### src/rtl/conv_controller_n_if.sv
// Handshake bundle between the host load strobes and the convolution controller.
// Ports: host strobes (sample_load_en, new_row, coeff_load_en) and
// controller status/control outputs (modwait, sample_stream, sample_shift,
// convolve_en, coeff_ld, coeff_sel, fill_count, coeff_valid).
// master = host side, slave = controller side.
interface conv_controller_n_if #(
  parameter int NUM_TAPS = 3
);
  localparam int SEL_W = $clog2(NUM_TAPS);
  localparam int CNT_W = $clog2(NUM_TAPS + 1);

  logic             sample_load_en;
  logic             new_row;
  logic             coeff_load_en;
  logic             modwait;
  logic             sample_stream;
  logic             sample_shift;
  logic             convolve_en;
  logic             coeff_ld;
  logic [SEL_W-1:0] coeff_sel;
  logic [CNT_W-1:0] fill_count;
  logic             coeff_valid;

  modport master (
    output sample_load_en, new_row, coeff_load_en,
    input  modwait, sample_stream, sample_shift, convolve_en,
    input  coeff_ld, coeff_sel, fill_count, coeff_valid
  );

  modport slave (
    input  sample_load_en, new_row, coeff_load_en,
    output modwait, sample_stream, sample_shift, convolve_en,
    output coeff_ld, coeff_sel, fill_count, coeff_valid
  );
endinterface

### src/rtl/conv_controller_n.sv
// NUM_TAPS-tap convolution sequencer: row fill, streaming MAC issue, row
// restart and coefficient burst loads, with priority coeff > new_row > sample.
// Ports: clk, rst (async active-high), bus (conv_controller_n_if.slave).
// Optional macro CONV_COEFF_GATE_EN: when defined, convolve_en is suppressed
// until a complete coefficient burst has been loaded (coeff_valid).
module conv_controller_n #(
  parameter int NUM_TAPS = 3
) (
  input  logic                 clk,
  input  logic                 rst,
  conv_controller_n_if.slave   bus
);
  localparam int SEL_W = $clog2(NUM_TAPS);
  localparam int CNT_W = $clog2(NUM_TAPS + 1);
  localparam logic [SEL_W-1:0] LAST_SEL  = SEL_W'(NUM_TAPS - 1);
  localparam logic [CNT_W-1:0] LAST_FILL = CNT_W'(NUM_TAPS - 1);
  localparam logic [CNT_W-1:0] FULL_CNT  = CNT_W'(NUM_TAPS);

  typedef enum logic [2:0] {
    IDLE       = 3'd0,
    FILL_LOAD  = 3'd1,
    FILL_WAIT  = 3'd2,
    CONVOLVE   = 3'd3,
    STREAM     = 3'd4,
    CONV_WAIT  = 3'd5,
    COEFF_LOAD = 3'd6
  } state_t;

  state_t           state, state_nxt;
  logic [CNT_W-1:0] fill_cnt, fill_nxt;
  logic [SEL_W-1:0] coeff_idx, idx_nxt;
  logic             valid_q, valid_nxt;
  logic             conv_state;

  always_ff @(posedge clk or posedge rst) begin
    if (rst) begin
      state     <= IDLE;
      fill_cnt  <= '0;
      coeff_idx <= '0;
      valid_q   <= 1'b0;
    end else begin
      state     <= state_nxt;
      fill_cnt  <= fill_nxt;
      coeff_idx <= idx_nxt;
      valid_q   <= valid_nxt;
    end
  end

  always_comb begin
    state_nxt = IDLE;
    fill_nxt  = fill_cnt;
    idx_nxt   = coeff_idx;
    valid_nxt = valid_q;
    case (state)
      IDLE: begin
        if (bus.coeff_load_en) begin
          state_nxt = COEFF_LOAD;
          idx_nxt   = '0;
        end else if (bus.sample_load_en) begin
          state_nxt = FILL_LOAD;
        end else begin
          state_nxt = IDLE;
        end
      end
      FILL_LOAD: begin
        // Saturating: the window can never hold more than NUM_TAPS samples.
        if (fill_cnt < FULL_CNT) fill_nxt = fill_cnt + 1'b1;
        state_nxt = (fill_cnt == LAST_FILL) ? CONVOLVE : FILL_WAIT;
      end
      FILL_WAIT: begin
        // A partial fill is never interrupted; only the next sample matters.
        state_nxt = bus.sample_load_en ? FILL_LOAD : FILL_WAIT;
      end
      CONVOLVE, CONV_WAIT: begin
        if (bus.coeff_load_en) begin
          state_nxt = COEFF_LOAD;
          idx_nxt   = '0;
          fill_nxt  = '0;
        end else if (bus.new_row) begin
          // A sample arriving with new_row is the first of the new row.
          fill_nxt  = '0;
          state_nxt = bus.sample_load_en ? FILL_LOAD : FILL_WAIT;
        end else if (bus.sample_load_en) begin
          state_nxt = STREAM;
        end else begin
          state_nxt = CONV_WAIT;
        end
      end
      STREAM: begin
        state_nxt = CONVOLVE;
      end
      COEFF_LOAD: begin
        if (coeff_idx == LAST_SEL) begin
          state_nxt = IDLE;
          idx_nxt   = '0;
          valid_nxt = 1'b1;
        end else begin
          state_nxt = COEFF_LOAD;
          idx_nxt   = coeff_idx + 1'b1;
        end
      end
      default: state_nxt = IDLE;
    endcase
  end

  // Moore outputs: everything decodes from registered state and counters.
  always_comb begin
    bus.modwait       = 1'b0;
    bus.sample_stream = 1'b0;
    bus.sample_shift  = 1'b0;
    bus.coeff_ld      = 1'b0;
    bus.coeff_sel     = '0;
    conv_state        = 1'b0;
    case (state)
      FILL_LOAD, STREAM: begin
        bus.modwait      = 1'b1;
        bus.sample_shift = 1'b1;
      end
      CONVOLVE: begin
        conv_state        = 1'b1;
        bus.sample_stream = 1'b1;
      end
      CONV_WAIT: bus.sample_stream = 1'b1;
      COEFF_LOAD: begin
        bus.modwait   = 1'b1;
        bus.coeff_ld  = 1'b1;
        bus.coeff_sel = coeff_idx;
      end
      default: ;
    endcase
  end

`ifdef CONV_COEFF_GATE_EN
  assign bus.convolve_en = conv_state & valid_q;
`else
  assign bus.convolve_en = conv_state;
`endif

  assign bus.fill_count  = fill_cnt;
  assign bus.coeff_valid = valid_q;
endmodule

### src/flat_wrapper.sv
// flat-port wrapper written by rule: the top's interface ports become plain ports
module conv_controller_n_flat 
#(
  parameter int NUM_TAPS = 3
)
  (clk, rst, bus_sample_load_en, bus_new_row, bus_coeff_load_en, bus_modwait, bus_sample_stream, bus_sample_shift, bus_convolve_en, bus_coeff_ld, bus_coeff_sel, bus_fill_count, bus_coeff_valid);
  conv_controller_n_if #(.NUM_TAPS(NUM_TAPS)) bus_i ();
  input  logic clk;
  input  logic rst;
  input wire logic [$bits(bus_i.sample_load_en)-1:0] bus_sample_load_en;
  input wire logic [$bits(bus_i.new_row)-1:0] bus_new_row;
  input wire logic [$bits(bus_i.coeff_load_en)-1:0] bus_coeff_load_en;
  output wire logic [$bits(bus_i.modwait)-1:0] bus_modwait;
  output wire logic [$bits(bus_i.sample_stream)-1:0] bus_sample_stream;
  output wire logic [$bits(bus_i.sample_shift)-1:0] bus_sample_shift;
  output wire logic [$bits(bus_i.convolve_en)-1:0] bus_convolve_en;
  output wire logic [$bits(bus_i.coeff_ld)-1:0] bus_coeff_ld;
  output wire logic [$bits(bus_i.coeff_sel)-1:0] bus_coeff_sel;
  output wire logic [$bits(bus_i.fill_count)-1:0] bus_fill_count;
  output wire logic [$bits(bus_i.coeff_valid)-1:0] bus_coeff_valid;
  assign bus_i.sample_load_en = bus_sample_load_en;
  assign bus_i.new_row = bus_new_row;
  assign bus_i.coeff_load_en = bus_coeff_load_en;
  assign bus_modwait = bus_i.modwait;
  assign bus_sample_stream = bus_i.sample_stream;
  assign bus_sample_shift = bus_i.sample_shift;
  assign bus_convolve_en = bus_i.convolve_en;
  assign bus_coeff_ld = bus_i.coeff_ld;
  assign bus_coeff_sel = bus_i.coeff_sel;
  assign bus_fill_count = bus_i.fill_count;
  assign bus_coeff_valid = bus_i.coeff_valid;
  conv_controller_n #(.NUM_TAPS(NUM_TAPS)) u_core (.clk(clk), .rst(rst), .bus(bus_i));
endmodule
### config.mk
export PLATFORM = sky130hd
export DESIGN_NAME = conv_controller_n_flat
export DESIGN_NICKNAME = d
export VERILOG_FILES = /design/src/rtl/conv_controller_n_if.sv /design/src/rtl/conv_controller_n.sv /design/src/flat_wrapper.sv
export SDC_FILE = /design/constraint.sdc
export NUM_CORES = 1
export LEC_CHECK = 0
export BUFFER_PORTS_ARGS = -buffer_cell sky130_fd_sc_hd__buf_2
export CORE_AREA = 2 2 39 41
export DETAILED_ROUTE_END_ITERATION = 10
export DIE_AREA = 0 0 41 43
export PLACE_DENSITY = 0.69
export SLEW_MARGIN = 25
export SYNTH_ARGS = -nofsm -noshare
export SYNTH_HDL_FRONTEND = slang
export SYNTH_SLANG_ARGS = --single-unit
### constraint.sdc
create_clock -name clk -period 2.2 [get_ports clk]
set_input_delay 0.44 -clock clk [delete_from_list [all_inputs] [get_ports clk]]
set_output_delay 0.44 -clock clk [all_outputs]
set_load 0.05 [all_outputs]
==> results of run 1 <==
## per-stage QoR
stage	instance area [um2]	instances	hold slack (ps)	setup slack [ps]	utilization [%]
4_1_cts	677	97	135	243	48.9
3_3_place_gp	654	94	390	496	47.3
3_5_place_dp	654	94	404	508	47.3
6_report	677	97	129	249	48.9
2_1_floorplan	601	67	256	220	-
5_1_grt	677	97	159	126	48.9
## worst max-delay path: cells and delay by family, from the launching register on
family / cells / cell delay (ps)
flip-flops: 1 / 670
AO/OA/AOI/OAI: 1 / 150
XOR/XNOR: 1 / 160
buffers and inverters: 1 / 290
## final cells by class
cell class | instances | share of cell area [%]
multi-input cells | 49 | 49.9
well taps | 16 | 2.96
clock buffers | 3 | 3.33
repair buffers | 14 | 10.4
flip-flops and latches | 8 | 29.6
inverters | 7 | 3.88
## logic make-up after synthesis
logic type	share of synthesized area (%)
simple gates	26.8
compound gates	18.4
buf+inv	10.5
flops	33.5
fa+ha+maj	6.28
xor+xnor	2.93
mux	1.67
## registers in the layout, indices dropped and copies added, names as in the netlist
name / cells
u_core.bus.coeff_valid: 1
u_core.coeff_idx: 2
u_core.state: 3
u_core.bus.fill_count: 2
## metal layers
layer  global-route usage, %  vias to the layer above  share of wire (%)
met1                    20.9                      226                 49
met3                    1.57                        4                3.7
li1                        -                      255                  -
met5                       0                        -                  0
met2                    22.2                       10                 45
met4                    10.0                        0                2.6
## final timing paths
kind | from | end | slack (ps) | cells after the start
worst max-delay path | u_core.state[0] | bus_modwait | 250 | 3
worst min-delay path | rst | u_core.state[2] | 130 | 2
worst max register to register | u_core.state[2] | u_core.bus.fill_count[0] | 740 | 4
worst min register to register | u_core.bus.coeff_valid | u_core.bus.coeff_valid | 450 | 1
max in group asynchronous | rst | u_core.bus.coeff_valid | 1830 | 2
min in group clk | u_core.bus.coeff_valid | u_core.bus.coeff_valid | 450 | 1
## cell usage in the layout (no fill, tap or decap), types with 2 or more instances in the layout
cell type	n
a211oi_1	2
dfrtp_1	8
inv_1	7
nand2b_1	4
nor3_1	2
buf_2	14
nor2_1	5
a21oi_1	3
o21ai_1	2
clkbuf_4	3
nand2_1	4
ha_1	3
o2bb2ai_1	2
a21o_1	2
o21ai_0	2
==> flow_summary.ini, run 1 <==
[floorplanning]
io-pin-count = 15
core_area_mm2 = 0.00138
dieHeight_um = 43
initial_utilization_pct = 43.2
chipWidth_um = 41
std_cell_rows = 14
die_area_mm2 = 0.00176

[yosys]
ys_types = 32
synth.ff_latch_count = 8
yosysMostFrequentCell = dfrtp_1
async_flop_share_pct = 100
synth_area_um2 = 598
syn_inst = 67
ys_top_cells_by_count = dfrtp_1, inv_1, nor2_1
synth_seq_area_share_pct = 33.5
yosys_warnings = 0
ys.flop_type = dfrtp_1
syn_nets = 75
syn_avg_cell_area_um2 = 8.93
yosysTopAreaCell = dfrtp_1
yosys-top-cells-area = dfrtp_1, ha_1, inv_1
synth-edff-count = 0
yosysTopAreaCellShare_pct = 33.5

[drt]
drt_pass1_iterations = 3
ant_nets = 0
vias = 495
wire_per_inst_um = 11.7
drt-initial-drc-count = 10
wl_um = 1130
vias_per_cell = 5.10
drc_errors = 0

[setup_path]
path_class = flop to primary output
crit_path_start_kind = flop
crit_arrival_ps = 1510
crit_required_ps = 1760
slowest_stage = dfrtp_1
path_cells = xnor2_1 > o22ai_1 > buf_2
end_kind = primary output
critPathMaxFanout = 16
critical-path-max-stage-delay_ps = 670

[global_routing]
grt_overflow = 0
grtUsageTotal_pct = 15.4
grt_max_degree = 17
grt_antenna_before_repair = 0
grt_pass1_vias = 444
grt_first_pass_wirelength_um = 1800

[layout]
register_area_um2 = 200
syn_to_final_growth_pct = 13.2
n_fill_cell = 134
drive_gt1_share_pct = 27.2
multi_input_area_um2 = 338
nets = 91
antenna_cells = 0

[clocking]
cts_htree_levels = 1
cts.sinks = 8
clock-root-buffer = clkbuf_4
clock_latency_ps = 250
cts_tree = built
cts_made_buffers = 3
clockBufferDepth = 2
cts_resized = 0
post_cts_buffers = 0
cts_hold_buffers = 0
clkTransAtPathRegs_ps = 50

[timing]
min_period_ps = 1950
setup_tns_ps = 0
rsz0062_at_grt = no
relSlewSlack_pct = 64.8
fin_skew_ps = 6.44
setup_viol_count_final = 0
finalHoldViolations = 0
slew_viol_final = 0
worstMarginPinSlew_ps = 528
fmax_mhz = 513
finalCritPeriodShare_pct = 88.7

[place]
place_hpwl_um = 893
port_buffers = 14
gp_congestion = 0.663

[worst_hold_path]
hp-class = input pin to asynchronous set/reset pin

[run]
cap_violations = 0

[outcome]
outcome = finished clean
Power of run 1 is left out: the tool's default activity adds up to more than one toggle a clock period on the data nets, which glitch-free logic cannot reach.
==> inputs of run 2 (changes only) <==
--- a/config.mk
+++ b/config.mk
@@ -9,7 +9,7 @@
 export CORE_AREA = 2 2 39 41
 export DETAILED_ROUTE_END_ITERATION = 10
 export DIE_AREA = 0 0 41 43
-export PLACE_DENSITY = 0.69
+export PLACE_DENSITY = 0.66
 export SLEW_MARGIN = 25
 export SYNTH_ARGS = -nofsm -noshare
 export SYNTH_HDL_FRONTEND = slang
==> run 2 against run 1 <==
Compared with the run above:
- die area did not move
- via count fell by 1.0%
- register-to-register slack got worse by 30 ps
- worst setup slack got worse by 9.3 ps
- flip-flop and latch count did not move
- global-route usage rose by 0.83 points
- count of clock-buffer cells in the layout did not move
==> flow_summary.ini, run 2 (synthesis gave the netlist of run 1 again) <==
[layout]
syn_to_final_growth_pct = 13.2
final_cell_mix = buf_2, dfrtp_1, inv_1
drive_gt1_share_pct = 27.2
antenna_cells = 0
n_fill_cell = 137
top_register = u_core.state
nets = 91
largest_register_ffs = 3
layout_commonest_cell = buf_2

[drt]
ant_nets = 0
wl_um = 1070
vias = 490
wire_per_inst_um = 11.0
drt-initial-drc-count = 7
vias_per_cell = 5.05
drc_errors = 0
drt_pass1_iterations = 4

[clocking]
cts_hold_buffers = 0
cts_made_buffers = 3
cts_htree_levels = 1
cts_resized = 0
cts.sinks = 8
clock_latency_ps = 250
clkTransAtPathRegs_ps = 50
post_cts_buffers = 0
cts_tree = built
clock-root-buffer = clkbuf_4
clockBufferDepth = 2

[setup_path]
critical-path-max-stage-delay_ps = 670
reg2reg_from = u_core.state[2]
critPathMaxFanout = 16
slowest_stage = dfrtp_1
path_class = flop to primary output
end_kind = primary output
crit_arrival_ps = 1520
crit_required_ps = 1760
crit_path_start_kind = flop
crit_start = u_core.state[0]
path_cells = xnor2_1 > o22ai_1 > buf_2

[place]
place_hpwl_um = 856
port_buffers = 14
gp_congestion = 0.672

[timing]
slew_viol_final = 0
finalHoldViolations = 0
fmax_mhz = 510
setup_viol_count_final = 0
fin_skew_ps = 1.58
relSlewSlack_pct = 64.3
finalCritPeriodShare_pct = 89.1
min_period_ps = 1960
setup_tns_ps = 0
worstMarginPinSlew_ps = 535
rsz0062_at_grt = no

[global_routing]
grtUsageTotal_pct = 16.2
grt_first_pass_wirelength_um = 1870
grt_antenna_before_repair = 0
grt_overflow = 0
grt_max_degree = 17
grt_pass1_vias = 439

[floorplanning]
die_area_mm2 = 0.00176
core_area_mm2 = 0.00138
chipWidth_um = 41
std_cell_rows = 14
io-pin-count = 15
dieHeight_um = 43
initial_utilization_pct = 43.2

[run]
cap_violations = 0

[worst_hold_path]
hp-class = input pin to asynchronous set/reset pin

[outcome]
outcome = finished clean
run 2: metrics by stage:
step                instance area, um2  cells  util (%)  hold WS (ps)  setup WS, ps
finish                             677     97      48.9           118           240
global route                       677     97      48.9           130           127
CTS                                677     97      48.9           120           227
detailed placement                 654     94      47.3           394           503
global placement                   654     94      47.3           388           440
floorplan                          601     67         -           256           220
run 2: final timing paths:
check | to | slack (ps) | cells past startpoint
setup / recovery | bus_modwait | 240 | 3
hold / removal | u_core.state[0] | 120 | 2
setup reg to reg | u_core.bus.fill_count[0] | 710 | 4
hold reg to reg | u_core.bus.coeff_valid | 460 | 1
max in group asynchronous | u_core.bus.coeff_valid | 1860 | 2
min in group clk | u_core.bus.coeff_valid | 460 | 1
run 2: final cells by class:
class	count	area [um2]	share of cell area (%)
flip-flops and latches	8	200	29.6
repair buffers	14	70.1	10.4
multi-input cells	49	338	49.9
well taps	16	20.0	2.96
inverters	7	26.3	3.88
clock buffers	3	22.5	3.33
run 2: critical path: cells and delay by family (launching register included):
family	cells	cell delay (ps)
AOI/OAI and AO/OA	1	140
xor gates and xnor gates	1	170
buffers and inverters	1	290
DFF	1	670
run 2: metal layers:
layer	global-route usage (%)	vias up	wire, um
met5	0	-	0
met3	3.14	4	47
met4	12.0	0	22
met1	23.3	215	534
met2	20.6	12	462
li1	-	259	-
Power of run 2 is left out for the same reason.
==> inputs of run 3 (changes only) <==
--- a/config.mk
+++ b/config.mk
@@ -6,10 +6,11 @@
 export NUM_CORES = 1
 export LEC_CHECK = 0
 export BUFFER_PORTS_ARGS = -buffer_cell sky130_fd_sc_hd__buf_2
+export CAP_MARGIN = 20
 export CORE_AREA = 2 2 39 41
 export DETAILED_ROUTE_END_ITERATION = 10
 export DIE_AREA = 0 0 41 43
-export PLACE_DENSITY = 0.66
+export PLACE_DENSITY = 0.72
 export SLEW_MARGIN = 25
 export SYNTH_ARGS = -nofsm -noshare
 export SYNTH_HDL_FRONTEND = slang
==> run 3 against run 2 <==
Compared with the run above:
- maximum frequency down 2.0%
- sequential share of layout area did not move
- non-clock buffer count unchanged
- clock skew is 1.6 ps higher
- global-route usage up 0.54 points
- critical path depth is the same
- wire length grew 11%
- critical endpoint unchanged
==> flow_summary.ini, run 3 (synthesis gave the netlist of run 1 again) <==
[setup_path]
crit_required_ps = 1760
crit_path_start_kind = flop
end_kind = primary output
crit_arrival_ps = 1560
path_class = flop to primary output
critPathMaxFanout = 16

[drt]
ant_nets = 0
wl_um = 1180
wire_per_inst_um = 12.2
drt_pass1_iterations = 4
drc_errors = 0
drt-initial-drc-count = 13
vias = 490
vias_per_cell = 5.05

[timing]
setup_viol_count_final = 0
rsz0062_at_grt = no
setup_tns_ps = 0
relSlewSlack_pct = 64.3
finalHoldViolations = 0
worstMarginPinSlew_ps = 536
finalCritPeriodShare_pct = 91.0
slew_viol_final = 0
worst_slack_ps = 199
fin_skew_ps = 3.17
min_period_ps = 2000
fmax_mhz = 500

[layout]
nets = 91
largest_register_ffs = 3
syn_to_final_growth_pct = 13.2
multi_input_area_um2 = 338
fin_cells = 97
fin_util_pct = 48.9
layout_commonest_cell = buf_2
drive_gt1_share_pct = 27.2
final_cell_mix = buf_2, dfrtp_1, inv_1
top_register = u_core.state
register_area_um2 = 200
n_fill_cell = 139
antenna_cells = 0

[clocking]
cts_hold_buffers = 0
cts_resized = 0
cts_htree_levels = 1
cts_tree = built
clock-root-buffer = clkbuf_4
post_cts_buffers = 0
clock_latency_ps = 250
clockBufferDepth = 2
cts.sinks = 8
clkTransAtPathRegs_ps = 50
cts_made_buffers = 3

[floorplanning]
chipWidth_um = 41
initial_utilization_pct = 43.2
die_area_mm2 = 0.00176
dieHeight_um = 43
io-pin-count = 15
std_cell_rows = 14
core_area_mm2 = 0.00138

[place]
gp_congestion = 0.718
dp_cells = 94
port_buffers = 14
place_hpwl_um = 964
dpl_worst_slack_ps = 457

[global_routing]
grtUsageTotal_pct = 16.8
grt_max_degree = 17
grt_antenna_before_repair = 0
grt_overflow = 0
grt_pass1_vias = 456
grt_first_pass_wirelength_um = 1930

[worst_hold_path]
hp-class = input pin to asynchronous set/reset pin

[run]
cap_violations = 0

[outcome]
outcome = finished clean
run 3: cell counts in the layout (fill, tap and decap cells not counted):
No cell type changed its count.
run 3: layer usage:
layer | global-route usage [%] | vias to the layer above | share of wire, %
met3 | 1.57 | 2 | 4.4
met2 | 25.6 | 13 | 47
met4 | 10.0 | 0 | 1.0
met5 | 0 | - | 0
met1 | 21.7 | 218 | 47
li1 | - | 257 | -
run 3: per-stage QoR:
| stage | cell area [um2] | hold slack (ps) |
|---|---|---|
| 4_1_cts | 677 | 123 |
| 5_1_grt | 677 | 143 |
| 6_report | 677 | 121 |
| 3_5_place_dp | 654 | 396 |
| 2_1_floorplan | 601 | 256 |
| 3_3_place_gp | 654 | 387 |
run 3: final timing paths:
check                                        from                       end  slack, ps  depth (start not counted)
setup / recovery                  u_core.state[0]               bus_modwait        200                          3
hold / removal                                rst           u_core.state[1]        120                          2
setup reg to reg                  u_core.state[2]  u_core.bus.fill_count[0]        750                          4
hold reg to reg            u_core.bus.coeff_valid    u_core.bus.coeff_valid        450                          1
max in group asynchronous                     rst    u_core.bus.coeff_valid       1850                          2
min in group clk           u_core.bus.coeff_valid    u_core.bus.coeff_valid        450                          1
run 3: final cells by class:
cell class	instances	share of cell area (%)
clock buffers	3	3.33
inverters	7	3.88
multi-input cells	49	49.9
flip-flops and latches	8	29.6
well taps	16	2.96
repair buffers	14	10.4
run 3: critical path, cell delays in order (launching register included):
cell and delay [ps]:
dfrtp_1 670, xnor2_1 180, o22ai_1 160, buf_2 290
Power of run 3 is left out for the same reason.
